File: src/rtl/clk_meas_pkg.sv
// Shared types and defaults for the clock period meter.
package clk_meas_pkg;

  typedef enum logic [1:0] {
    IDLE,
    MEASURE,
    STALL
  } meas_state_t;

  localparam int CNT_W_DEF       = 16;
  localparam int SYNC_STAGES_DEF = 2;

endpackage

File: src/rtl/sync_edge_detect.sv
// Multi-flop synchroniser plus history flop.
// Gives the synchronised level and its rise/fall strobes.
module sync_edge_detect #(
  parameter int STAGES = 2
) (
  input  logic clk_in,
  input  logic reset,
  input  logic i_async,
  output logic o_s,
  output logic o_rise,
  output logic o_fall
);

  logic [STAGES-1:0] r_sync;
  logic              r_hist;

  always_ff @(posedge clk_in or negedge reset) begin
    if (!reset) begin
      r_sync <= '0;
      r_hist <= 1'b0;
    end else begin
      r_sync <= {r_sync[STAGES-2:0], i_async};
      r_hist <= r_sync[STAGES-1];
    end
  end

  assign o_s    = r_sync[STAGES-1];
  assign o_rise = o_s & ~r_hist;
  assign o_fall = ~o_s & r_hist;

endmodule

File: src/rtl/clock_period_meter.sv
// Measures period and high time of an async divided clock
// in clk_in cycles, with stall detect and valid/ready output.
module clock_period_meter
  import clk_meas_pkg::*;
#(
  parameter int CNT_W       = CNT_W_DEF,
  parameter int SYNC_STAGES = SYNC_STAGES_DEF
) (
  input  logic             clk_in,
  input  logic             reset,
  input  logic             sig_in,
  output logic [CNT_W-1:0] period,
  output logic [CNT_W-1:0] high_time,
  output logic             meas_valid,
  input  logic             meas_ready,
  output logic             overrun,
  output logic             stalled
);

  localparam logic [CNT_W-1:0] ONE = CNT_W'(1);
  // Longest legal interval keeps period+1 from wrapping.
  localparam logic [CNT_W-1:0] STALL_CNT = ~ONE;

  logic w_s;
  logic w_rise;

  sync_edge_detect #(
    .STAGES (SYNC_STAGES)
  ) u_sync (
    .clk_in  (clk_in),
    .reset   (reset),
    .i_async (sig_in),
    .o_s     (w_s),
    .o_rise  (w_rise),
    .o_fall  ()
  );

  meas_state_t      r_state;
  meas_state_t      w_state_nxt;
  logic [CNT_W-1:0] r_cnt;
  logic [CNT_W-1:0] r_hcnt;
  logic [CNT_W-1:0] w_cnt_nxt;
  logic [CNT_W-1:0] w_hcnt_nxt;
  logic [CNT_W-1:0] w_cnt_inc;
  logic [CNT_W-1:0] w_hcnt_inc;
  logic             w_done;
  logic             w_stall_set;
  logic             w_stall_clr;
  logic             w_hs;

  logic [CNT_W-1:0] r_period;
  logic [CNT_W-1:0] r_high;
  logic             r_valid;
  logic             r_overrun;
  logic             r_stalled;

  assign w_cnt_inc  = r_cnt + ONE;
  assign w_hcnt_inc = r_hcnt + {{(CNT_W-1){1'b0}}, w_s};
  assign w_hs       = r_valid & meas_ready;

  always_comb begin
    w_state_nxt = r_state;
    w_cnt_nxt   = r_cnt;
    w_hcnt_nxt  = r_hcnt;
    w_done      = 1'b0;
    w_stall_set = 1'b0;
    w_stall_clr = 1'b0;
    unique case (r_state)
      IDLE: begin
        if (w_rise) begin
          w_state_nxt = MEASURE;
          w_cnt_nxt   = '0;
          w_hcnt_nxt  = '0;
        end
      end
      MEASURE: begin
        if (w_rise) begin
          w_done     = 1'b1;
          w_cnt_nxt  = '0;
          w_hcnt_nxt = '0;
        end else begin
          w_cnt_nxt  = w_cnt_inc;
          w_hcnt_nxt = w_hcnt_inc;
          if (w_cnt_inc == STALL_CNT) begin
            w_state_nxt = STALL;
            w_stall_set = 1'b1;
          end
        end
      end
      STALL: begin
        if (w_rise) begin
          w_state_nxt = MEASURE;
          w_cnt_nxt   = '0;
          w_hcnt_nxt  = '0;
          w_stall_clr = 1'b1;
        end
      end
      default: w_state_nxt = IDLE;
    endcase
  end

  always_ff @(posedge clk_in or negedge reset) begin
    if (!reset) begin
      r_state <= IDLE;
      r_cnt   <= '0;
      r_hcnt  <= '0;
    end else begin
      r_state <= w_state_nxt;
      r_cnt   <= w_cnt_nxt;
      r_hcnt  <= w_hcnt_nxt;
    end
  end

  always_ff @(posedge clk_in or negedge reset) begin
    if (!reset) begin
      r_period  <= '0;
      r_high    <= '0;
      r_valid   <= 1'b0;
      r_overrun <= 1'b0;
      r_stalled <= 1'b0;
    end else begin
      if (w_done && (!r_valid || meas_ready)) begin
        r_period <= w_cnt_inc;
        r_high   <= w_hcnt_inc;
        r_valid  <= 1'b1;
      end else if (w_hs) begin
        r_valid <= 1'b0;
      end
      if (w_hs) begin
        r_overrun <= 1'b0;
      end else if (w_done && r_valid) begin
        r_overrun <= 1'b1;
      end
      if (w_stall_set) begin
        r_stalled <= 1'b1;
      end else if (w_stall_clr) begin
        r_stalled <= 1'b0;
      end
    end
  end

  assign period     = r_period;
  assign high_time  = r_high;
  assign meas_valid = r_valid;
  assign overrun    = r_overrun;
  assign stalled    = r_stalled;

endmodule

File: config.mk
export PLATFORM = sky130hd
export DESIGN_NAME = clock_period_meter
export DESIGN_NICKNAME = d
export VERILOG_FILES = /design/src/rtl/clk_meas_pkg.sv /design/src/rtl/sync_edge_detect.sv /design/src/rtl/clock_period_meter.sv
export SDC_FILE = /design/constraint.sdc
export NUM_CORES = 1
export LEC_CHECK = 0
export CAP_MARGIN = 15
export CORE_ASPECT_RATIO = 0.8
export CORE_MARGIN = 4
export CORE_UTILIZATION = 30
export DETAILED_ROUTE_END_ITERATION = 8
export SETUP_SLACK_MARGIN = 0.02
export SYNTH_ARGS = -nofsm -noshare
export SYNTH_HDL_FRONTEND = slang
export SYNTH_SLANG_ARGS = --single-unit
File: constraint.sdc
create_clock -name clk_in -period 3.2 [get_ports clk_in]
set_input_delay 0.8 -clock clk_in [delete_from_list [all_inputs] [get_ports clk_in]]
set_output_delay 0.8 -clock clk_in [all_outputs]
set_load 0.03 [all_outputs]
==> results.md, run 1 <==
* Vias per cell at 5.05
* Largest stage delay, worst path at 540 ps
* Yosys top cell area share at 0.495
* Largest net degree at the start of global routing at 45
* Mux contribution to synthesized area at 0.00928
* Largest area contributor in the netlist: dfrtp_1
* Xor-xnor portion of the synthesized cell area at 0.0649
* Maximum fanout along the worst path at 13
* CTS resizes at 0
* Final Hold Vio Count at 0
* Root buf cell: clkbuf_16
* CTS Hold Bufs at 0
* Slew Viols, Final at 0
* Syn_area_per_cell at 9.24 sq um
* Drt pass-1 iters at 5
* Post-Layout Cell Count at 577
* IO Port Bufs at 38
* DIE HEIGHT at 107 um
* FP Rows at 35
* Synthesized instance count at 394
* Final setup violation count at 0
* Skew-Pair Late Insertion Delay at 330 ps
* Design area at 4430 sq um
* Synth top area cells: dfrtp_1 (49%), o21ai_0 (8.8%), nand2_1 (7.4%)
* Total gr overflow at 0
* Post-synth top cells: dfrtp_1 (72), nand2_1 (72), o21ai_0 (64), xnor2_1 (19), nand3_1 (16)
* Seq/Total Area, Yosys at 0.495
* Maximum buffer depth of the clock tree at 2
* Adder-cell share of the synthesized area at 0.0137
* Post-Syn Area at 3640 sq um
* Slowest CP cell: dfrtp_1
* Total CTS buffers at 9
* Area Growth Syn to Fin at 21.7%
* Largest family of logic cells by synthesized area: simple AND/OR/NAND/NOR gates
* Worst-path clk slew at 60 ps
* Wire per inst at 14.3 um
* First-pass GRT wire length at 13,900 um
* Final net count at 432
* Core box area at 11,700 sq um
* Post-route ant nets at 0
* Hpwl dp at 5870 um
* YS warnings at 0
* Slew @ Worst Pin at 706 ps
* Setup Buffers After CTS at 0
* Clk_skew at 7.78 ps
* Unrepaired setup endpoints after global routing: no
* Die ar. at 14,000 sq um
* Post-DP Area at 4150 sq um
* Yosys reg bits at 72
* Routed wire length at 8260 um
* Outcome: finished clean
* Syn Nets at 402
* Post-synthesis compound-gate area fraction at 0.188
* VDD IR-drop max at 0.000356 V
* H-tree depth at 3
* Number of enable flip-flop cells after synthesis at 0
* Ports at 39
* CTS tree: yes
* Post-synth cell types at 50
* Ant diodes at 0
* Final min period at 2370 ps
* Worst EP required at 3420 ps
* Layout cells sized above 1 at 0.0793
* Horiz. Die Dim at 131 um
* Placed Instances at 561
* Fmax at 422 MHz
* Power Density at 561 nW/um^2
* Crit. End Element: flop
* RD Place Congestion at 0.848
* GRT Total Usage at 0.124
* Period utilization at 0.741
* Total Power at 2.49 mW
* Vias in the first global route at 2,774
* Initial antenna violation count at 0
* Asr flop ratio synth at 1.00
* Post-synthesis simple-gate area fraction at 0.188
* Crit Path Category: reg2reg
* Static Leak at 1.77 nW
* Worst hold slack at 352 ps
* Clock Sinks at 72
* Main synth FF type: dfrtp_1
* DRT iter0 DRCs at 167
* Crit path DAT at 2590 ps
* Max_slew headroom at 0.528
* Vias post-DR at 2,914
* Initial Util at 0.311
* Critical-path cell list: ha_1, nand3_1, or4_1, a22oi_1, nand4b_1, o21a_1
* Type of the worst min-delay path: reg2reg
* Setup TNS at 0 ps
* DRC Markers at 0
* Max_cap viols at 0
* Startpoint types: flop
[where the power goes]
group / switching (mW) / internal (mW)
registers: 0.0887 / 0.991
logic: 0.290 / 0.185
clock network: 0.369 / 0.563
total: 0.747 / 1.74
[layout make-up]
cell class                 count  area [sq um]
clock buffer                  11           253
clock inverter                 5          31.3
fill                        1152          7260
inverter                      10          37.5
multi-input combinational    287          1690
sequential                    72          1800
tap                          148           185
timing repair buffer          44           433
[cell usage in the layout (no fill, tap or decap), drive strengths merged, types with 2 or more instances in the layout]
master / instances
ha: 4
nand3: 16
a311o: 2
dfrtp: 72
or3: 2
o22ai: 6
nand2b: 3
a21boi: 2
a31oi: 3
nand2: 73
nand4: 4
a22o: 4
nand3b: 2
clkdlybuf4s50: 37
clkbuf: 11
a21oi: 9
inv: 10
clkinv: 4
nor2b: 4
buf: 7
xnor2: 19
xor2: 8
o21ai: 67
nor4b: 2
nor3: 4
and3: 4
o31ai: 13
nor2: 12
nor4: 6
and4: 2
mux2: 3
[registers in the layout, summed over array words and instances, names as in the netlist]
register / cells
period: 16
overrun: 1
r_state: 2
u_sync.r_hist: 1
stalled: 1
meas_valid: 1
u_sync.r_sync: 2
r_cnt: 16
r_hcnt: 16
high_time: 16
[worst paths after layout]
check | from | endpoint | slack (ps) | cells past startpoint
setup / recovery | r_cnt[0] | r_state[0] | 830 | 6
hold / removal | u_sync.r_sync[0] | u_sync.r_sync[1] | 350 | 0
setup reg to reg | r_cnt[0] | r_state[0] | 830 | 6
hold reg to reg | u_sync.r_sync[0] | u_sync.r_sync[1] | 350 | 0
max in group asynchronous | reset | high_time[3] | 2020 | 2
min in group asynchronous | reset | period[4] | 510 | 1
[critical path: cells and delay by family, from the launching register on]
kind | cells | cell delay (ps)
DFF | 1 | 540
and+or+nand+nor | 3 | 920
AOI/OAI and AO/OA | 2 | 410
adders and majority gates | 1 | 380
[metrics by stage]
stage	setup WS [ps]	utilization
finish	828	0.379
global route	660	0.379
CTS	869	0.379
detailed placement	736	0.355
global placement	785	0.355
floorplan	1310	-
[cell families (layout without fill, tap and decap cells)]
family	after synthesis	count (layout)
AOI/OAI and AO/OA	115	115
xor gates and xnor gates	27	27
adders and majority gates	4	4
buffers and inverters	35	70
DFF	72	72
muxes	3	3
and+or+nand+nor	138	138
[metal layers]
layer	GRT usage	wire, um	vias to the layer above
li1	-	-	1455
met1	0.170	4260	1380
met2	0.178	3410	75
met3	0.0430	523	4
met4	0.0532	61	0
met5	0	0	-
Power figures use the tool's default switching activity.
==> run 2: changes to the inputs <==
Clock period 3.2 ns to 2.3 ns, I/O delays scaled along.
==> run 2 against run 1 <==
Compared with the run above:
- global-route usage up 0.91 points
- sequential cell count unchanged
- sequential power up 39%
- critical endpoint unchanged
- non-clock buffer count up 10
- clock skew down 0.97 ps
- register-to-register slack worse by 580 ps
==> results.md, run 2 (synthesized netlist as in run 1, its figures left out) <==
* Most common cell after layout, fill and taps aside: dfrtp_1
* Max_cap viols at 0
* Ports at 39
* Ant diodes at 0
* DIE HEIGHT at 107 um
* Slew @ Worst Pin at 491 ps
* Horiz. Die Dim at 131 um
* First-pass GRT wire length at 14,900 um
* Most frequent cells in the layout: dfrtp_1 (72), nand2_1 (71), o21ai_0 (64), clkdlybuf4s50_1 (37), xnor2_1 (19)
* Core box area at 11,700 sq um
* Initial Util at 0.311
* Largest net degree at the start of global routing at 45
* R2r worst-path depth at 7
* Clock Sinks at 72
* RD Place Congestion at 0.940
* Period utilization at 0.892
* Largest stage delay, worst path at 500 ps
* Power Density at 809 nW/um^2
* Post-route ant nets at 0
* Outcome: finished clean
* Worst EP required at 2520 ps
* Max_slew headroom at 0.671
* Root buf cell: clkbuf_16
* Vias post-DR at 2,943
* Final min period at 2050 ps
* Post-Layout Cell Count at 587
* Multi-input logic area at 1690 sq um
* Maximum fanout along the worst path at 10
* Layout cells sized above 1 at 0.0934
* Slowest CP cell: dfrtp_1
* H-tree depth at 3
* FP Rows at 35
* Fill cells at 1,154
* VDD IR-drop max at 0.000433 V
* Crit Path Category: reg2reg
* Layout Utilization at 0.389
* Initial antenna violation count at 0
* Crit. End Element: flop
* Unrepaired setup endpoints after global routing: no
* Wire per inst at 14.7 um
* Worst hold slack at 136 ps
* Vias per cell at 5.01
* Placed Instances at 571
* Hpwl dp at 6140 um
* Area Growth Syn to Fin at 25.0%
* Final setup violation count at 0
* DRT iter0 DRCs at 174
* Vias in the first global route at 2,897
* CTS resizes at 0
* Crit path DAT at 2280 ps
* Critical-path cell list: ha_1, nand3_1, buf_4, nor4_1, xnor2_1, nand4b_1, o21a_1
* Reg2Reg Setup Slack at 250 ps
* Skew-Pair Late Insertion Delay at 340 ps
* DRC Markers at 0
* Fmax at 487 MHz
* CTS tree: yes
* Die ar. at 14,000 sq um
* Worst R2R Start: r_cnt[1]
* Reg area at 1800 sq um
* CTS Hold Bufs at 0
* Total CTS buffers at 9
* Drt pass-1 iters at 4
* IO Port Bufs at 38
* Setup Buffers After CTS at 0
* Final Hold Vio Count at 0
* FF-to-FF End: r_state[0]
* Startpoint types: flop
* Setup TNS at 0 ps
* Slew Viols, Final at 0
* Clk_skew at 6.80 ps
* Total gr overflow at 0
* Static Leak at 1.84 nW
* Maximum buffer depth of the clock tree at 2
* Worst-path clk slew at 60 ps
* Routed wire length at 8640 um
* Final net count at 442
* GRT Total Usage at 0.133
* Type of the worst min-delay path: in2async
run 2: worst max path at each step:
stage / startpoint / end / slack [ps] / depth (start not counted)
after CTS: r_cnt[1] / r_state[0] / 270 / 7
after floorplan: r_cnt[0] / r_state[0] / 410 / 7
after global placement: r_cnt[1] / r_state[0] / 370 / 7
final: r_cnt[1] / r_state[0] / 250 / 7
after global routing: r_cnt[1] / r_state[0] / 90 / 7
after detailed placement: r_cnt[1] / r_state[0] / 290 / 7
run 2: final cells by class:
class | instances | share of cell area
flip-flops and latches | 72 | 0.396
inverters | 10 | 0.00825
repair buffers | 54 | 0.114
multi-input cells | 287 | 0.371
clock inverters | 3 | 0.0143
well taps | 148 | 0.0407
clock buffers | 13 | 0.0550
run 2: critical path, delay by kind of cell, from the launching register on:
family	cells	cell delay, ps
buffers and inverters	1	190
xor gates and xnor gates	1	160
and+or+nand+nor	3	640
AOI/OAI and AO/OA	1	220
DFF	1	500
adders and majority gates	1	230
run 2: power breakdown:
part           total, mW  internal, mW  switching, mW
registers           1.50          1.38          0.118
clock network       1.49         0.978          0.508
logic              0.700         0.280          0.420
total               3.68          2.64           1.05
run 2: per-layer routing:
layer | routed length, um | vias to the layer above | GRT usage | part of all wire
met1 | 4440 | 1393 | 0.186 | 0.51
met2 | 3560 | 57 | 0.187 | 0.41
met3 | 442 | 15 | 0.0416 | 0.051
met5 | 0 | - | 0 | 0
met4 | 194 | 0 | 0.0622 | 0.022
li1 | - | 1478 | - | -
run 2: per-stage QoR:
step / area [sq um] / worst slack [ps] / total power [mW]
floorplan: 3640 / 413 / 1.93
global placement: 4240 / 367 / 2.20
detailed placement: 4240 / 291 / 2.22
CTS: 4550 / 268 / 3.74
global route: 4550 / 85.0 / 3.88
finish: 4550 / 248 / 3.68
==> run 3: changes to the inputs <==
Settings changed: CTS_BUF_LIST set to sky130_fd_sc_hd__clkbuf_4, CTS_CLUSTER_DIAMETER set to 40, SLEW_MARGIN set to 15.
==> run 3 against run 2 <==
Compared with the run above:
- first-iteration DRC count increased by 1.7%
- global-route usage fell by 0.23 points
- final cell count stayed put
- die area unchanged
- clock power down 39%
- via count grew 0.68%
==> results.md, run 3 (synthesized netlist as in run 1, its figures left out) <==
* Routed wire length at 8560 um
* Critical path startpoint: meas_valid
* DIE HEIGHT at 107 um
* Worst-path clk slew at 110 ps
* Slew @ Worst Pin at 491 ps
* Dpl ws at 291 ps
* Critical-path cell list: clkdlybuf4s50_1
* Outcome: finished clean
* Final setup violation count at 0
* Core box area at 11,700 sq um
* Clock network fraction of total power at 0.294
* Worst hold slack at 33.3 ps
* Ant diodes at 0
* Static Leak at 1.77 nW
* Largest stage delay, worst path at 690 ps
* Drt pass-1 iters at 4
* Clk_skew at 16.0 ps
* Largest net degree at the start of global routing at 45
* RD Place Congestion at 0.940
* Final Hold Vio Count at 0
* Layout Utilization at 0.376
* VDD IR-drop max at 0.000325 V
* Maximum fanout along the worst path at 4
* Clock Sinks at 72
* Final min period at 2110 ps
* Design area at 4390 sq um
* Post-route ant nets at 0
* Max_cap viols at 0
* Most common cell after layout, fill and taps aside: dfrtp_1
* Placed Instances at 571
* DRC Markers at 0
* Skew-Pair Late Insertion Delay at 430 ps
* Hpwl dp at 6140 um
* FP Rows at 35
* Total gr overflow at 0
* Setup TNS at 0 ps
* Switching portion of total power at 0.313
* DRT iter0 DRCs at 177
* Ports at 39
* Type of the worst min-delay path: in2async
* Total Power at 3.10 mW
* Slew Viols, Final at 0
* Vias per cell at 5.05
* Area Growth Syn to Fin at 20.7%
* Seq pwr share at 0.481
* Switching power at 0.971 mW
* Maximum buffer depth of the clock tree at 2
* Slowest CP cell: clkdlybuf4s50_1
* First-pass GRT wire length at 14,800 um
* Final WS setup at 188 ps
* Post-DP Area at 4240 sq um
* GRT Total Usage at 0.131
* Crit path DAT at 1540 ps
* Wire per inst at 14.6 um
* Power Density at 706 nW/um^2
* Pint at 2.13 mW
* Post-Layout Cell Count at 587
* Crit. End Element: output pin
* CTS tree: yes
* Initial antenna violation count at 0
* IO Port Bufs at 38
* CTS resizes at 0
* Most frequent cells in the layout: dfrtp_1 (72), nand2_1 (71), o21ai_0 (64), clkdlybuf4s50_1 (37), xnor2_1 (19)
* Root buf cell: clkbuf_4
* Initial Util at 0.311
* Fmax at 474 MHz
* Crit Path Category: reg2out
* Final net count at 442
* Gate power share at 0.225
* CTS Hold Bufs at 0
* Setup Buffers After CTS at 0
* Total CTS buffers at 9
* Period utilization at 0.918
* Die ar. at 14,000 sq um
* Vias in the first global route at 2,887
* Crit path buf inv count at 1
* Unrepaired setup endpoints after global routing: no
* Startpoint types: flop
* Horiz. Die Dim at 131 um
* Vias post-DR at 2,963
* Worst EP required at 1730 ps
* Max_slew headroom at 0.672
* H-tree depth at 3
* CP top delay family: buffers and inverters
* Layout cells sized above 1 at 0.0979
* Worst R2R Start: r_cnt[1]
==> run 3: cell count changes in the layout (fill, tap and decap cells not counted) <==
cell       delta
clkbuf_1      -3
clkbuf_4     +12
clkbuf_16     -9
clkbuf_8      -1
clkinv_1      +1
==> run 3: area by class of cell <==
type / count / area, sq um
Fill cell: 1174 / 7300
Sequential cell: 72 / 1800
Multi-Input combinational cell: 287 / 1690
Timing Repair Buffer: 54 / 520
Tap cell: 148 / 185
Clock buffer: 12 / 90.1
Clock inverter: 4 / 68.8
Inverter: 10 / 37.5
==> run 3: power by group through the flow <==
stage	sequential (mW)	clock (mW)	combinational [mW]
6_report	1.49	0.911	0.699
5_1_grt	1.51	0.998	0.777
4_1_cts	1.49	0.949	0.712
3_5_place_dp	1.52	0	0.705
3_3_place_gp	1.51	0	0.695
2_1_floorplan	1.58	0	0.342
==> run 3: final timing paths <==
| check | to | slack (ps) | depth (start not counted) |
|---|---|---|---|
| setup / recovery | meas_valid | 190 | 1 |
| hold / removal | period[1] | 30 | 1 |
| setup reg to reg | r_state[0] | 230 | 7 |
| hold reg to reg | u_sync.r_sync[1] | 370 | 0 |
| max in group asynchronous | r_hcnt[0] | 1610 | 2 |
| min in group clk_in | u_sync.r_sync[1] | 370 | 0 |
==> run 3: layer usage <==
layer	vias up	global-route usage	part of all wire
met2	71	0.187	0.42
met3	9	0.0416	0.055
li1	1473	-	-
met1	1410	0.186	0.51
met4	0	0.0465	0.016
met5	-	0	0
